<file path="src/rtl/bcd_timer_ctrl.sv">
// Command-driven sequencer for a cascade of BCD digit counters: prescaled ticks,
// start/pause/clear FSM, and stop-or-reload on a latched BCD target.
module bcd_timer_ctrl #(
  parameter int DIGITS      = 4,
  parameter int PRESCALE    = 10,
  parameter int AUTO_RELOAD = 0
) (
  input  logic                  clk,
  input  logic                  RST,
  input  logic                  start,
  input  logic                  pause,
  input  logic                  clear,
  input  logic [4*DIGITS-1:0]   target,
  output logic [4*DIGITS-1:0]   count,
  output logic [1:0]            state,
  output logic                  busy,
  output logic                  tick,
  output logic                  done,
  output logic                  err
);

  localparam int CW = 4 * DIGITS;
  localparam int PW = (PRESCALE > 1) ? $clog2(PRESCALE) : 1;
  localparam logic [PW-1:0] PS_LAST = PW'(PRESCALE - 1);

  typedef enum logic [1:0] {
    S_IDLE  = 2'b00,
    S_RUN   = 2'b01,
    S_PAUSE = 2'b10,
    S_DONE  = 2'b11
  } state_t;

  state_t          state_q, state_d;
  logic [CW-1:0]   count_q, count_d;
  logic [CW-1:0]   target_q, target_d;
  logic [PW-1:0]   presc_q, presc_d;
  logic            busy_q, busy_d;
  logic            tick_q, tick_d;
  logic            done_q, done_d;
  logic            err_q, err_d;
  logic [CW-1:0]   inc_s;
  logic            step_s;

  function automatic logic [CW-1:0] bcd_inc(input logic [CW-1:0] v);
    logic [CW-1:0] r;
    logic          carry;
    r     = v;
    carry = 1'b1;
    for (int i = 0; i < DIGITS; i++) begin
      if (carry && (v[4*i +: 4] == 4'd9)) begin
        r[4*i +: 4] = 4'd0;
      end else if (carry) begin
        r[4*i +: 4] = v[4*i +: 4] + 4'd1;
        carry       = 1'b0;
      end else begin
        r[4*i +: 4] = v[4*i +: 4];
      end
    end
    return r;
  endfunction

  function automatic logic bcd_ok(input logic [CW-1:0] v);
    logic ok;
    ok = 1'b1;
    for (int i = 0; i < DIGITS; i++) begin
      if (v[4*i +: 4] > 4'd9) begin
        ok = 1'b0;
      end else begin
        ok = ok;
      end
    end
    return ok;
  endfunction

  // Next-state: command decode (clear > start > pause), then prescaler/count advance.
  // Resuming from PAUSE advances on the resume edge, so a P-cycle pause delays by exactly P.
  always_comb begin
    state_d  = state_q;
    count_d  = count_q;
    presc_d  = presc_q;
    target_d = target_q;
    tick_d   = 1'b0;
    done_d   = 1'b0;
    err_d    = 1'b0;
    step_s   = 1'b0;
    inc_s    = bcd_inc(count_q);
    if (clear) begin
      state_d = S_IDLE;
      count_d = '0;
      presc_d = '0;
    end else begin
      case (state_q)
        S_IDLE, S_DONE: begin
          if (start && bcd_ok(target)) begin
            target_d = target;
            count_d  = '0;
            presc_d  = '0;
            if ((target == '0) && (AUTO_RELOAD == 0)) begin
              state_d = S_DONE;
              done_d  = 1'b1;
            end else begin
              state_d = S_RUN;
            end
          end else if (start) begin
            err_d = 1'b1;
          end else begin
            state_d = state_q;
          end
        end
        S_RUN: begin
          if (pause) begin
            state_d = S_PAUSE;
          end else begin
            step_s = 1'b1;
          end
        end
        S_PAUSE: begin
          if (start) begin
            state_d = S_RUN;
            step_s  = 1'b1;
          end else begin
            state_d = state_q;
          end
        end
        default: state_d = S_IDLE;
      endcase
      if (step_s && (presc_q == PS_LAST)) begin
        presc_d = '0;
        tick_d  = 1'b1;
        // An all-zero target only reaches RUN with reload, where it matches every tick.
        if ((inc_s == target_q) || (target_q == '0)) begin
          done_d = 1'b1;
          if (AUTO_RELOAD != 0) begin
            count_d = '0;
          end else begin
            count_d = target_q;
            state_d = S_DONE;
          end
        end else begin
          count_d = inc_s;
        end
      end else if (step_s) begin
        presc_d = presc_q + PW'(1);
      end else begin
        presc_d = presc_d;
      end
    end
    busy_d = (state_d == S_RUN) || (state_d == S_PAUSE);
  end

  // State and registered outputs.
  always_ff @(posedge clk or negedge RST) begin
    if (!RST) begin
      state_q  <= S_IDLE;
      count_q  <= '0;
      target_q <= '0;
      presc_q  <= '0;
      busy_q   <= 1'b0;
      tick_q   <= 1'b0;
      done_q   <= 1'b0;
      err_q    <= 1'b0;
    end else begin
      state_q  <= state_d;
      count_q  <= count_d;
      target_q <= target_d;
      presc_q  <= presc_d;
      busy_q   <= busy_d;
      tick_q   <= tick_d;
      done_q   <= done_d;
      err_q    <= err_d;
    end
  end

  assign count = count_q;
  assign state = state_q;
  assign busy  = busy_q;
  assign tick  = tick_q;
  assign done  = done_q;
  assign err   = err_q;

endmodule

</file>
<file path="config.mk">
export PLATFORM = sky130hd
export DESIGN_NAME = bcd_timer_ctrl
export DESIGN_NICKNAME = d
export VERILOG_FILES = /design/src/rtl/bcd_timer_ctrl.sv
export SDC_FILE = /design/constraint.sdc
export NUM_CORES = 1
export LEC_CHECK = 0
export BUFFER_PORTS_ARGS = -buffer_cell sky130_fd_sc_hd__buf_2
export CORE_MARGIN = 5
export CORE_UTILIZATION = 50
export CTS_CLUSTER_DIAMETER = 40
export DETAILED_ROUTE_END_ITERATION = 10
export GPL_TIMING_DRIVEN = 0
export HOLD_SLACK_MARGIN = 0.06
export PLACE_DENSITY = 0.78
export SETUP_SLACK_MARGIN = 0.15
export SYNTH_ARGS = -nofsm -noshare
export SYNTH_HDL_FRONTEND = slang
export SYNTH_SLANG_ARGS = --single-unit
</file>
<file path="constraint.sdc">
create_clock -name clk -period 5.7 [get_ports clk]
set_clock_uncertainty 0.05 [all_clocks]
set_input_delay 1.425 -clock clk [delete_from_list [all_inputs] [get_ports clk]]
set_output_delay 1.425 -clock clk [all_outputs]
set_load 0.02 [all_outputs]
</file>
; ---- Word level (Yosys, flattened, before mapping)
; Index checks and enable logic that the tools add are counted.
[classes]
n_addsub = 5
multipliers = 0
div = 0
magnitude_cmp = 4
n_eq_ne = 11
shift = 0
n_mux = 49
bitwise_logic = 1
n_reduce_logical = 18
[op_table]
columns = cell, count
row1 = $mux 16, 5
row2 = $mux 4, 12
row3 = $logic_not 16->1, 2
row4 = $mux 1, 23
row5 = $add 4x1->4 const B, 5
row6 = $eq 4x4->1 const B, 5
row7 = $eq 16x16->1, 1
row8 = $gt 4x4->1 const B, 4
row9 = $mux 2, 7
row10 = $reduce_bool 4->1, 2
row11 = $eq 2x2->1 const B, 3
row12 = $pmux 2 s3, 1
row13 = $reduce_bool 3->1, 2
row14 = $logic_and 1x1->1, 5
row15 = $eq 2x1->1 const B, 2
row16 = $reduce_and 2->1, 2
row17 = $reduce_and 3->1, 1
row18 = $logic_not 2->1, 1
row19 = $logic_or 1x1->1, 2
row20 = $pmux 1 s2, 1
row21 = $reduce_or 2->1, 1
row22 = $not 1->1, 1
[totals]
regBits = 42
latchBits = 0
mem_bits_rw = 0
mem_bits_ro = 0
out_inout_bits = 22
word_cells = 96
n_memories = 0

; ---- Logic depth before layout (Yosys ltp)
[logic_depth]
ltp_word = 15
depth_mapped = 13
depth_no_buf = 10

; ---- Least setup slack after synthesis
; OpenSTA, ideal clock, no wires.
[synth_path]
kind = in2reg
startpoint = input target[6]
endpoint = register target_q[10]
setup_ns = 0.125
t_arrival_ns = 3.080
setup_slack_ns = 2.446
stages = 5
path_buffers = 1
path_cell_list = o21ai_0 nand4_1 nor3_1 clkbuf_1 mux2_2
[synth_between]
elab_chain_cells = 8
[synth_rtl]
columns = element, line
row1 = "start, declared", 13  ; input logic [4*DIGITS-1:0] target,
row2 = $gt 4x4->1, 66  ; if (v[4*i +: 4] > 4'd9) begin
row3 = $mux 1 (3 in series), 66
row4 = $mux 1, 92  ; case (state_q)
row5 = $mux 1, 87  ; if (clear) begin
row6 = $logic_and 1x1->1, 94  ; if (start && bcd_ok(target)) begin
row7 = $reduce_and 3->1 (no source line), n/a
row8 = "end signal, assigned", 165  ; target_q <= target_d;
row9 = "end, declared", 35  ; logic [CW-1:0] target_q, target_d;
; No other way between the ends. The select of a mux whose other input is x is not followed.
; A chain may end at the register's enable or synchronous reset.

; ---- Final worst setup path
[layout_path]
startpoint = register count_q[4] (netlist: count[4])
endpoint = register count_q[1] (netlist: count[1])
[layout_between]
elab_chain_cells = 12
[layout_rtl]
columns = element, line
row1 = "start, declared", 34  ; logic [CW-1:0] count_q, count_d;
row2 = "start signal, assigned", 164  ; count_q <= count_d;
row3 = $eq 4x4->1, 50  ; if (carry && (v[4*i +: 4] == 4'd9)) begin
row4 = $logic_and 1x1->1, 50
row5 = $mux 1, 50
row6 = $logic_and 1x1->1, 50
row7 = $mux 1, 50
row8 = $mux 4 / $logic_and 1x1->1 (equally long branches), "52, 50"
row9 = $mux 4, 50
row10 = $eq 16x16->1 (*), 131  ; if ((inc_s == target_q) || (target_q == '0)) begin
row11 = $logic_or 1x1->1 (*), 131
row12 = $mux 16 (*), 131
row13 = $mux 16 (*), 127  ; if (step_s && (presc_q == PS_LAST)) begin
row14 = $mux 16 (*), 87
; Every way passes the cells marked *; elsewhere a longest branch is shown, timed or not.

==> run metrics <==
synthesized netlist net count=354; Final Cycle Share=65.7%; Starting DRT DRC Count=177; Syn. warnings=0; worst hold path type=reg -> reg; Starting Density=51.0%; first-pass GRT wire length=12900 µm; Worst path max stage delay=0.56 ns; Comb pwr share=20.9%; cts repair resizes=0; vias per inst=6.29; CTS tree=yes; r2r setup slk=1.95 ns; Final TNS setup=0 ns; Hold Fails Final Rpt=0; # setup viols final=0; DRC=0; Post-DP HPWL=5910 µm; post-synth cell types=59; core region area=0.00589 mm²; placed cell count=439; Port Buffer Count=41; clock root cell=clkbuf_8; Slew Viols, Final=0; PD cells=225 mW/mm²; clock period minus worst slack=3.75 ns; Max-cap violations=0; area of the multi-input gates=0.00178 mm²; Reg-to-Reg Start=count[4]$_DFFE_PN0P_; Worst setup startpoint=count[4]$_DFFE_PN0P_; WL/cell=17.7 µm; outcome=completed; CTS Buffer Depth=2; Die Span X=87.5 µm; Psw=254 µW; slowest CP cell=dfrtp_1; Antenna Violating Nets Remaining=0; Flop pwr share=52.9%; vias in the first global route=2721; largest fanout on the critical path=11; routed wl met3=577 µm; GPL Wtd Cong=0.932; Inserted Diodes=0; initial antenna violation count=0; count leader, synth=dfrtp_1; grt ovf=0; most area-consuming cells after synthesis=dfrtp_1 35%, mux2_2 6.8%, a221o_1 4.7%; Clock Pin Slew Worst Setup and Hold Paths=0.09 ns; Register Area=0.00105 mm²; r2r worst-path depth=11; top-area cell type share of the netlist area=35.0%; actual slew at the worst max-slew pin=0.948 ns; layout cells sized above 1=23.1%; RSZ-0062 raised after global routing=no; Post-synth EDFFs=0; gr usage total=21.4%; Met1 Routed Length=3300 µm; Pre-antenna DRT Iters=5; CTS Buf Count=5; Worst setup EP type=flop; Die Footprint=0.00765 mm²; Avg Inst Size Synth=9.29 µm²; Max VDD drop=165 µV; WP data required=5.84 ns; I/O Pins=43; fillcell total=527; Seq cells post-synth=42; DR vias=2810; metal2 WL=3810 µm; top cells by count, synth=42 x dfrtp_1, 29 x nor2_1, 18 x mux2_2; P_int=508 µW; H-tree lvl count=2; DRT Wirelength=7930 µm; pin count of the biggest net entering global routing=43; Crit Path Class=reg -> reg; sequential-to-total area share from yosys stat=35.0%; layout net count=402; CP arrival=3.88 ns; clk sink count=42; Syn Std Cell Area=0.00300 mm²; Skew-Pair Late Insertion Delay=0.30 ns; Layout area overhead=13.0%; R2R Path End=count[1]$_DFFE_PN0P_; main flop type after synthesis=dfrtp_1; Rel. slew slack=36.8%; clock group share of total power=26.2%; critical path launch point type=flop; Critical Path End=count[1]$_DFFE_PN0P_; # hold bufs at CTS=0; FP Rows=28; CP cell instances=ha_1 > nand3b_1 > buf_2 > nor3_1 > mux2_2 > a211oi_1 > nand4_2 > o21bai_1 > buf_4 > nor2_1 > a221o_1; Die H=87.5 µm; asr flop ratio synth=100%; post-layout power=762 µW; fmax=267 MHz; Switching Share=33.3%; Hold Crit Start=presc_q[0]$_DFFE_PN0P_; P_leak=1.42 nW; top sig layer=met4; number of non-filler instances in the completed layout=447; setup bufs post-CTS=0; Mapped Cells=323; Synth area leader=dfrtp_1
[cells in the final DEF, fill, tap and decap left out, drive strengths merged, types with 5 or more instances in the layout]
| master | synthesis | final |
|---|---|---|
| buf | 13 | 54 |
| dfrtp | 42 | 42 |
| nor2 | 29 | 29 |
| mux2 | 18 | 18 |
| nand2 | 17 | 17 |
| a21oi | 16 | 16 |
| nand2b | 14 | 14 |
| a221o | 14 | 14 |
| o21ai | 14 | 14 |
| nor3 | 14 | 14 |
| clkbuf | 6 | 11 |
| inv | 10 | 10 |
| nor4 | 10 | 10 |
| ha | 10 | 10 |
| nor2b | 9 | 9 |
| xor2 | 7 | 7 |
| nand4 | 7 | 7 |
| or3 | 6 | 6 |
| a221oi | 5 | 5 |
| o21bai | 5 | 5 |
[layer usage]
metal | up-vias | GRT usage, %
li1 | 1317 | -
met1 | 1347 | 27.3
met2 | 120 | 35.5
met3 | 26 | 4.16
met4 | 0 | 8.79
met5 | - | 0
[final cells by class]
cell class / count / share of cell area, %
multi-input combinational: 252 / 52.6
sequential: 42 / 31.0
timing repair buffer: 41 / 6.06
buffer: 19 / 3.80
tap: 75 / 2.77
clock buffer: 5 / 2.03
inverter: 10 / 1.11
clock inverter: 3 / 0.628
[power groups by stage]
stage          clock network, mW  registers, mW  logic, mW
2_1_floorplan                  0          0.383      0.117
3_3_place_gp                   0          0.402      0.153
3_5_place_dp                   0          0.405      0.157
4_1_cts                    0.203          0.399      0.159
5_1_grt                    0.219          0.407      0.175
6_report                   0.200          0.403      0.159
[critical path, delay by kind of cell (launching register included)]
| family | cells | cell delay [ns] |
|---|---|---|
| adders and majority gates | 1 | 0.30 |
| muxes | 1 | 0.37 |
| DFF | 1 | 0.56 |
| AOI/OAI and AO/OA | 3 | 1.11 |
| buffers and inverters | 2 | 0.55 |
| and+or+nand+nor | 4 | 0.69 |
[registers in the layout, summed over array words and instances (netlist names)]
signal and cells:
tick 1, state 2, err 1, count 16, busy 1, target_q 16, done 1, presc_q 4
[cell families (layout without fill, tap and decap cells)]
logic type / count (synthesis) / after routing / share of synthesized area [%]
AND/OR/NAND/NOR: 132 / 132 / 25.0
AO/OA/AOI/OAI: 80 / 80 / 19.9
flip-flops: 42 / 42 / 35.0
buffers and inverters: 29 / 78 / 5.55
multiplexers: 20 / 20 / 7.43
adder cells (fa/ha/maj): 10 / 10 / 4.17
XOR/XNOR: 10 / 10 / 2.92
[worst min path at each step]
stage / to / slack, ns / depth (start not counted)
6_report: presc_q[0]$_DFFE_PN0P_ / 0.52 / 1
5_1_grt: presc_q[0]$_DFFE_PN0P_ / 0.55 / 1
4_1_cts: presc_q[0]$_DFFE_PN0P_ / 0.52 / 1
3_5_place_dp: presc_q[0]$_DFFE_PN0P_ / 0.52 / 1
3_3_place_gp: presc_q[0]$_DFFE_PN0P_ / 0.48 / 1
2_1_floorplan: presc_q[0]$_DFFE_PN0P_ / 0.46 / 1
[stage by stage]
stage	setup slack, ns	util (%)	hold slack (ns)	cell area (µm²)
global placement	1.95	56.0	0.480	3300
global route	1.83	57.6	0.552	3390
floorplan	2.45	-	0.456	3000
finish	1.95	57.6	0.519	3390
CTS	2.06	57.6	0.521	3390
detailed placement	1.93	56.0	0.515	3300
(Power assumes the default switching activity.)
